File: config.mk
export PLATFORM = sky130hd
export DESIGN_NAME = i2s_rx_deserializer
export DESIGN_NICKNAME = d
export VERILOG_FILES = /design/src/rtl/i2s_rx_deserializer.sv
export SDC_FILE = /design/constraint.sdc
export NUM_CORES = 1
export LEC_CHECK = 0
export CORE_MARGIN = 1.5
export CORE_UTILIZATION = 44
export CTS_CLUSTER_DIAMETER = 60
export DETAILED_ROUTE_END_ITERATION = 12
export PLACE_DENSITY_LB_ADDON = 0.25
export SETUP_SLACK_MARGIN = 0.02
export SLEW_MARGIN = 10
export SYNTH_ARGS = -nofsm -noshare
export SYNTH_HDL_FRONTEND = slang
export SYNTH_SLANG_ARGS = --single-unit
File: constraint.sdc
create_clock -name clk -period 3.5 [get_ports clk]
set_input_delay 0.525 -clock clk [delete_from_list [all_inputs] [get_ports clk]]
set_output_delay 0.525 -clock clk [all_outputs]
set_load 0.05 [all_outputs]
File: src/rtl/i2s_rx_deserializer.sv
// I2S receive deserializer.
// Oversamples bclk/lrclk/sdata in the clk domain and assembles signed
// left/right words, presented together with a one-clk sample_valid strobe.
// A slot that ends before WIDTH bits were captured raises a one-clk frame_err.
module i2s_rx_deserializer #(
   parameter int WIDTH       = 16,
   parameter int SYNC_STAGES = 2
) (
   input  logic             clk,
   input  logic             reset,
   input  logic             bclk,
   input  logic             lrclk,
   input  logic             sdata,
   output logic [WIDTH-1:0] left_out,
   output logic [WIDTH-1:0] right_out,
   output logic             sample_valid,
   output logic             frame_err
);
   localparam int CW = $clog2(WIDTH + 1);
   localparam logic [CW-1:0] CNT_FULL = CW'(WIDTH);
   localparam logic [CW-1:0] CNT_LAST = CW'(WIDTH - 1);

   typedef enum logic [1:0] {WAIT_SYNC, LEFT, RIGHT} state_t;

   state_t                 state;
   logic [SYNC_STAGES-1:0] bclk_sync, lr_sync, sd_sync;
   logic                   bclk_q, lr_prev, left_ok;
   logic [CW-1:0]          bit_cnt;
   logic [WIDTH-2:0]       shift;      // earlier bits of the word; newest bit is appended
   logic [WIDTH-1:0]       left_hold;

   logic                   bclk_s, lr_s, sd_s;
   logic                   rise, change, capture, last_bit;
   logic [WIDTH-1:0]       shift_next;

   assign bclk_s = bclk_sync[SYNC_STAGES-1];
   assign lr_s   = lr_sync[SYNC_STAGES-1];
   assign sd_s   = sd_sync[SYNC_STAGES-1];

   // Rise of the synchronized bit clock; an lrclk change at a rise opens a new slot
   // and its data bit is the I2S one-bit-delay bit, so it is never captured.
   assign rise       = bclk_s & ~bclk_q;
   assign change     = rise & (lr_s != lr_prev);
   assign capture    = rise & ~change & (state != WAIT_SYNC) & (bit_cnt < CNT_FULL);
   assign last_bit   = capture & (bit_cnt == CNT_LAST);
   assign shift_next = {shift, sd_s};

   // Synchronize the three serial inputs and keep the previous bclk for edge detection
   always_ff @(posedge clk or posedge reset) begin
      if (reset) begin
         bclk_sync <= '0;
         lr_sync   <= '0;
         sd_sync   <= '0;
         bclk_q    <= 1'b0;
      end else begin
         bclk_sync <= {bclk_sync[SYNC_STAGES-2:0], bclk};
         lr_sync   <= {lr_sync[SYNC_STAGES-2:0], lrclk};
         sd_sync   <= {sd_sync[SYNC_STAGES-2:0], sdata};
         bclk_q    <= bclk_s;
      end
   end

   // Slot FSM, bit capture and registered output words/strobes
   always_ff @(posedge clk or posedge reset) begin
      if (reset) begin
         state        <= WAIT_SYNC;
         lr_prev      <= 1'b0;
         left_ok      <= 1'b0;
         bit_cnt      <= '0;
         shift        <= '0;
         left_hold    <= '0;
         left_out     <= '0;
         right_out    <= '0;
         sample_valid <= 1'b0;
         frame_err    <= 1'b0;
      end else begin
         sample_valid <= 1'b0;
         frame_err    <= 1'b0;
         if (rise) lr_prev <= lr_s;
         if (change) begin
            // bit_cnt here is still the count of the slot that just ended
            frame_err <= (state != WAIT_SYNC) && (bit_cnt < CNT_FULL);
            bit_cnt   <= '0;
            case (state)
               WAIT_SYNC: if (!lr_s) begin   // a change to 0 is always a full 1->0 edge
                  state   <= LEFT;
                  left_ok <= 1'b0;
               end
               LEFT:      state <= RIGHT;
               RIGHT: begin
                  state   <= LEFT;
                  left_ok <= 1'b0;
               end
               default:   state <= WAIT_SYNC;
            endcase
         end else if (capture) begin
            shift   <= shift_next[WIDTH-2:0];
            bit_cnt <= bit_cnt + CW'(1);
            if (last_bit) begin
               if (state == LEFT) begin
                  left_hold <= shift_next;
                  left_ok   <= 1'b1;
               end else if (left_ok) begin
                  left_out     <= left_hold;
                  right_out    <= shift_next;
                  sample_valid <= 1'b1;
               end
            end
         end
      end
   end
endmodule
[Word-level counts from Yosys, hierarchy flattened]
Index checks and enable logic that the tools add are counted.
Cells by class
  $add $sub $neg: 1
  magnitude comparators: 1
  equality and inequality tests: 7
  mux-type cells: 16
  bitwise gates (word level): 9
  reductions and logical operators: 11
Operators by type and width (number)
  1-bit two-way mux: 11
  5-bit two-way mux: 2
  5-bit AND reduction: 2
  2-bit nonzero test: 4
  1-bit bitwise AND: 6
  2-bit case mux with 3 select lines: 1
  5-bit by 1-bit adder with 5-bit output (second input constant): 1
  5-bit by 4-bit equality test with 1-bit output (second input constant): 1
  5-bit < comparator (second input constant): 1
  2-bit AND reduction: 2
  4-bit AND reduction: 1
  3-bit by 1-bit inequality test with 1-bit output (second input constant): 1
  3-bit inequality test (second input constant): 1
  1-bit NOT: 3
  2-bit by 1-bit equality test with 1-bit output (second input constant): 1
  2-bit equality test (second input constant): 1
  2-bit zero test: 1
  2-bit two-way mux: 1
  2-bit inequality test (second input constant): 1
  1-bit case mux with 2 select lines: 1
  1-bit logical AND: 1
  1-bit inequality test: 1
Storage, ports and cells
  register bits after elaboration: 81
  bits of input ports: 5
  output and inout bits: 34
  logic and storage cells: 59

[Depth between registers and ports, before layout]
  word-level depth: 11
  gate-level depth with buffers: 7
  depth with buffers taken out: 5

[Least setup slack after synthesis]
OpenSTA, ideal clock, no wires.
  kind: register to register
  from: register bit_cnt[0]
  to: register left_hold[0]
  setup time: 125 ps
  data arrival time: 1705 ps
  data required time: 3375 ps
  setup slack: 1670 ps
  cell stages (with the launch flop): 8
  buffers on the path: 2
  clock period less this slack: 1830 ps
  cells stage by stage: dfrtp_1 -> ha_1 -> and3_1 -> ha_1 -> and4b_1 -> buf_2 -> buf_6 -> mux2_2
On the way
  longest elaborated chain between the ends: 4
  elaborated cells on any way between the ends: 5
  classes of those cells: 1 x order compare; 1 x eq/ne; 2 x bitwise; 1 x reduce/logical
Ends and longest elaborated chain
  start, declared: line 28  | logic [CW-1:0] bit_cnt;
  start signal, assigned: line 98  | bit_cnt <= bit_cnt + CW'(1);
  5-bit < comparator: line 44  | assign capture = rise & ~change & (state != WAIT_SYNC) & (bit_cnt < CNT_FULL);
  1-bit bitwise AND: line 44
  1-bit bitwise AND: line 45  | assign last_bit = capture & (bit_cnt == CNT_LAST);
  4-bit AND reduction (no line) *
  end signal, assigned: line 101  | left_hold <= shift_next;
  end, declared: line 30  | logic [WIDTH-1:0] left_hold;
Every way passes the cells marked *; elsewhere a longest branch is shown, timed or not.
A chain may end at the register's enable or synchronous reset.

[Worst setup path in the final report]
  from: register bclk_q
  to: register right_out[9]
On the way
  longest elaborated chain between the ends: 9
Ends and longest elaborated chain
  start, declared: line 27  | logic bclk_q, lr_prev, left_ok;
  start signal, assigned: line 59  | bclk_q <= bclk_s;
  1-bit NOT *: line 42  | assign rise = bclk_s & ~bclk_q;
  1-bit bitwise AND *: line 42
  1-bit bitwise AND: line 43  | assign change = rise & (lr_s != lr_prev);
  1-bit NOT (no line)
  1-bit bitwise AND (3 in series): line 44
  1-bit bitwise AND: line 45
  5-bit AND reduction (no line) *
  end signal, assigned: line 105  | right_out <= shift_next;
  end, declared: line 15  | output logic [WIDTH-1:0] right_out,
Marks and branches as above.

==> key figures <==
Critical path
  • Crit end category: flop
  • CP top delay family: simple AND/OR/NAND/NOR gates
  • RR Startpoint: bclk_q
  • Worst Setup Path Type: reg -> reg
  • Buf/Inv on CP: 1
  • Startpoint types: flop
  • Slowest cell on the critical path: nand4_4
  • FF-to-FF End: right_out[9]
  • Worst-path cell chain: nand2b_1, nor4_4, buf_4, nand4_4, mux2_4
  • Worst path arrival time: 2.73 ns
  • Worst path required time: 3.71 ns
  • CP peak stage delay: 0.66 ns
  • CP max FO: 33
  • Worst reg2reg setup slack: 0.98 ns
  • R2R depth: 5

Timing
  • F_max: between 300 and 400 MHz
  • Setup TNS: 0 ns
  • Fin. max-slew vios: 0
  • Final Setup Violations: 0
  • Slew HR: 0.456
  • Final Skew: 0.00733 ns
  • Hold Violations, Final: 0
  • Tmin final: 2.52 ns
  • Measured slew at the worst slew-check pin: 0.815 ns
  • RSZ-0062 raised after global routing: no
  • Post-route clock period utilization: 0.719

GRT
  • Vias in the first global route: 1650
  • Global routing met3 resource utilization: 0.0289
  • Grt met2 use: 0.198
  • Grt total ovfl: 0
  • Largest net degree at the start of global routing: 36
  • Initial antenna violation count: 0
  • First-pass GRT wire length: 8140 µm
  • Most Used Layer, Global Route: met1
  • GR Util All Layers: 0.140
  • Grt met1 use: 0.207

Clock network
  • Clk buf depth: 2
  • CTS root buf: clkbuf_8
  • TritonCTS clock tree: done
  • Post-cts sizing count: 0
  • Postcts setup bufs: 0
  • Hold_buf cts: 0
  • H-tree depth: 3
  • Clock sink count: 81
  • Skew-Pair Late Insertion Delay: roughly 0.33 ns
  • CTS Buf Count: 9
  • Clk pin slew, worst setup/hold paths: roughly 0.080 ns

Final layout
  • Area Overhead vs Synth: 22.3%
  • Final Instance Count excl. Fillers: 341
  • Net count reported at finish: between 200 and 250
  • Share of cells above drive strength 1: 0.355
  • N_diodes: 0

Route
  • Drt total wl: between 4000 and 5000 µm
  • Initial DRC count: 69
  • DRT Pass-1 Iters: 4
  • DR vias: 1634
  • Routed Antenna Nets: 0
  • Number of remaining DRC errors: 0
  • Routed WL per cell: 14.6 µm
  • DR vias/cell: about 4.8

Placed design
  • Input/output buffers: 38
  • DP HPWL: ~3200 µm
  • Placed cells: ~330
  • GPL Wtd Cong: 0.726

Floorplanning
  • Die footprint: 7790 µm²
  • # IOs: 39
  • Die height: just under 90 µm
  • Row count: 30
  • Initial Util: 0.463
  • Core area: 6910 µm²
  • DIE WIDTH: 88.3 µm

Power and ir drop
  • Sequential Power Share: 0.523
  • Clock group share of total power: 0.404
  • Switching Share: 0.230
  • PwrDens: 508 nW/µm²
  • Leak Pwr: 0.00195 µW
  • Peak VDD IR: 0.000239 V
  • Net Sw Power: 458 µW
  • Total power: 1990 µW
  • Internal power: 1530 µW
  • Gate power share: 0.073

Logic synthesis
  • Count of state elements after synthesis: 81
  • Synth Cell Area: 3200 µm²
  • YS warnings: 0
  • Synth unique cells: 28
  • Synth Instances: 195
  • Avg Inst Size Synth: 16.4 µm²
  • Post-synthesis sequential area ratio: 0.634
  • Post-synth net total: around 200
  • Number of enable flip-flop cells after synthesis: 0
  • Synth async-reset ratio: 1.00
  • Prevailing post-synth register cell: dfrtp_1

Worst hold path
  • Min-delay src: bclk_sync[0]
  • Min-Delay Path Depth: 0
  • Worst Hold Path EP: bclk_sync[1]
  • Worst hold-check path type: reg -> reg

Job
  • Max Cap Viol: 0

Outcome
  • Status: complete, no violations
-- Yosys cell counts, types with 2 or more instances --
| master | instances | area [µm²] |
|---|---|---|
| nand2b_1 | 3 | 18.8 |
| and3_1 | 3 | 18.8 |
| dfrtp_1 | 81 | 2030 |
| mux2_2 | 34 | 383 |
| inv_1 | 6 | 22.5 |
| nand2_1 | 9 | 33.8 |
| mux2_4 | 29 | 435 |
| buf_2 | 2 | 10.0 |
| nor2_1 | 2 | 7.51 |
| buf_6 | 4 | 45.0 |
| o21ai_0 | 4 | 20.0 |
| ha_1 | 2 | 25.0 |
-- routing by layer --
metal	vias to the layer above	share of wire
met3	5	0.030
li1	770	-
met2	40	0.43
met1	819	0.52
met4	0	0.013
met5	-	0
-- metrics by stage --
| step | hold slack, ns | utilization | setup slack [ns] | instance area [µm²] |
|---|---|---|---|---|
| final | 0.351 | 0.566 | 0.983 | 3910 |
| after global routing | 0.360 | 0.566 | 0.823 | 3910 |
| after CTS | 0.352 | 0.566 | 0.944 | 3910 |
| after detailed placement | 0.335 | 0.531 | 0.959 | 3670 |
| after global placement | 0.334 | 0.531 | 0.988 | 3670 |
| after floorplan | 0.331 | - | 0.895 | 3200 |
-- how the worst max path moves through the flow --
| stage | from | to | cells past startpoint |
|---|---|---|---|
| floorplan | reset | bclk_q | 1 |
| detailed placement | bclk_q | left_out[11] | 5 |
| finish | bclk_q | right_out[9] | 5 |
| CTS | bclk_q | right_out[9] | 5 |
| global route | bclk_q | right_out[9] | 5 |
| global placement | bclk_q | right_out[14] | 5 |
-- area by class of cell --
type / count / area, µm²
inverter: 6 / 23.8
timing repair buffer: 41 / 403
tap: 96 / 120
sequential: 81 / 2030
multi-input combinational: 101 / 1090
clock buffer: 9 / 124
fill: 577 / 3000
clock inverter: 7 / 119
-- layout by cell type (no fill, tap or decap), types with 4 or more instances in the layout --
master           instances
o21ai_0                  4
nand2_1                  9
inv_1                    5
clkdlybuf4s50_1         38
clkbuf_8                 9
dfrtp_1                 81
mux2_2                  34
mux2_4                  29
-- logic make-up (layout without fill, tap and decap cells) --
group | after synthesis | count (layout) | synth area share
muxes | 63 | 63 | 0.256
and+or+nand+nor | 24 | 24 | 0.0466
DFF | 81 | 81 | 0.634
AOI/OAI and AO/OA | 11 | 11 | 0.0243
xor gates and xnor gates | 1 | 1 | 0.00509
buffers and inverters | 13 | 63 | 0.0266
adders and majority gates | 2 | 2 | 0.00782
-- registers in the layout (all words and copies together), names as in the netlist --
name,flops
bit_cnt,5
shift,15
bclk_q,1
state,2
frame_err,1
sample_valid,1
left_out,16
lr_prev,1
left_hold,16
bclk_sync,2
right_out,16
left_ok,1
sd_sync,2
lr_sync,2
-- worst register-to-register path: stages, from the launching register on --
cell      delay [ns]
dfrtp_1         0.37
nand2b_1        0.23
nor4_4          0.23
buf_4           0.31
nand4_4         0.67
mux2_4          0.58
-- power by group through the flow --
| stage | Sequential, µW | Clock (µW) | Combinational (µW) |
|---|---|---|---|
| finish | 1040 | 803 | 145 |
| global route | 1050 | 869 | 161 |
| CTS | 1040 | 820 | 148 |
| detailed placement | 1060 | 0 | 149 |
| global placement | 1060 | 0 | 143 |
| floorplan | 1050 | 0 | 110 |
Note: power is estimated with default switching activity, not from simulation.
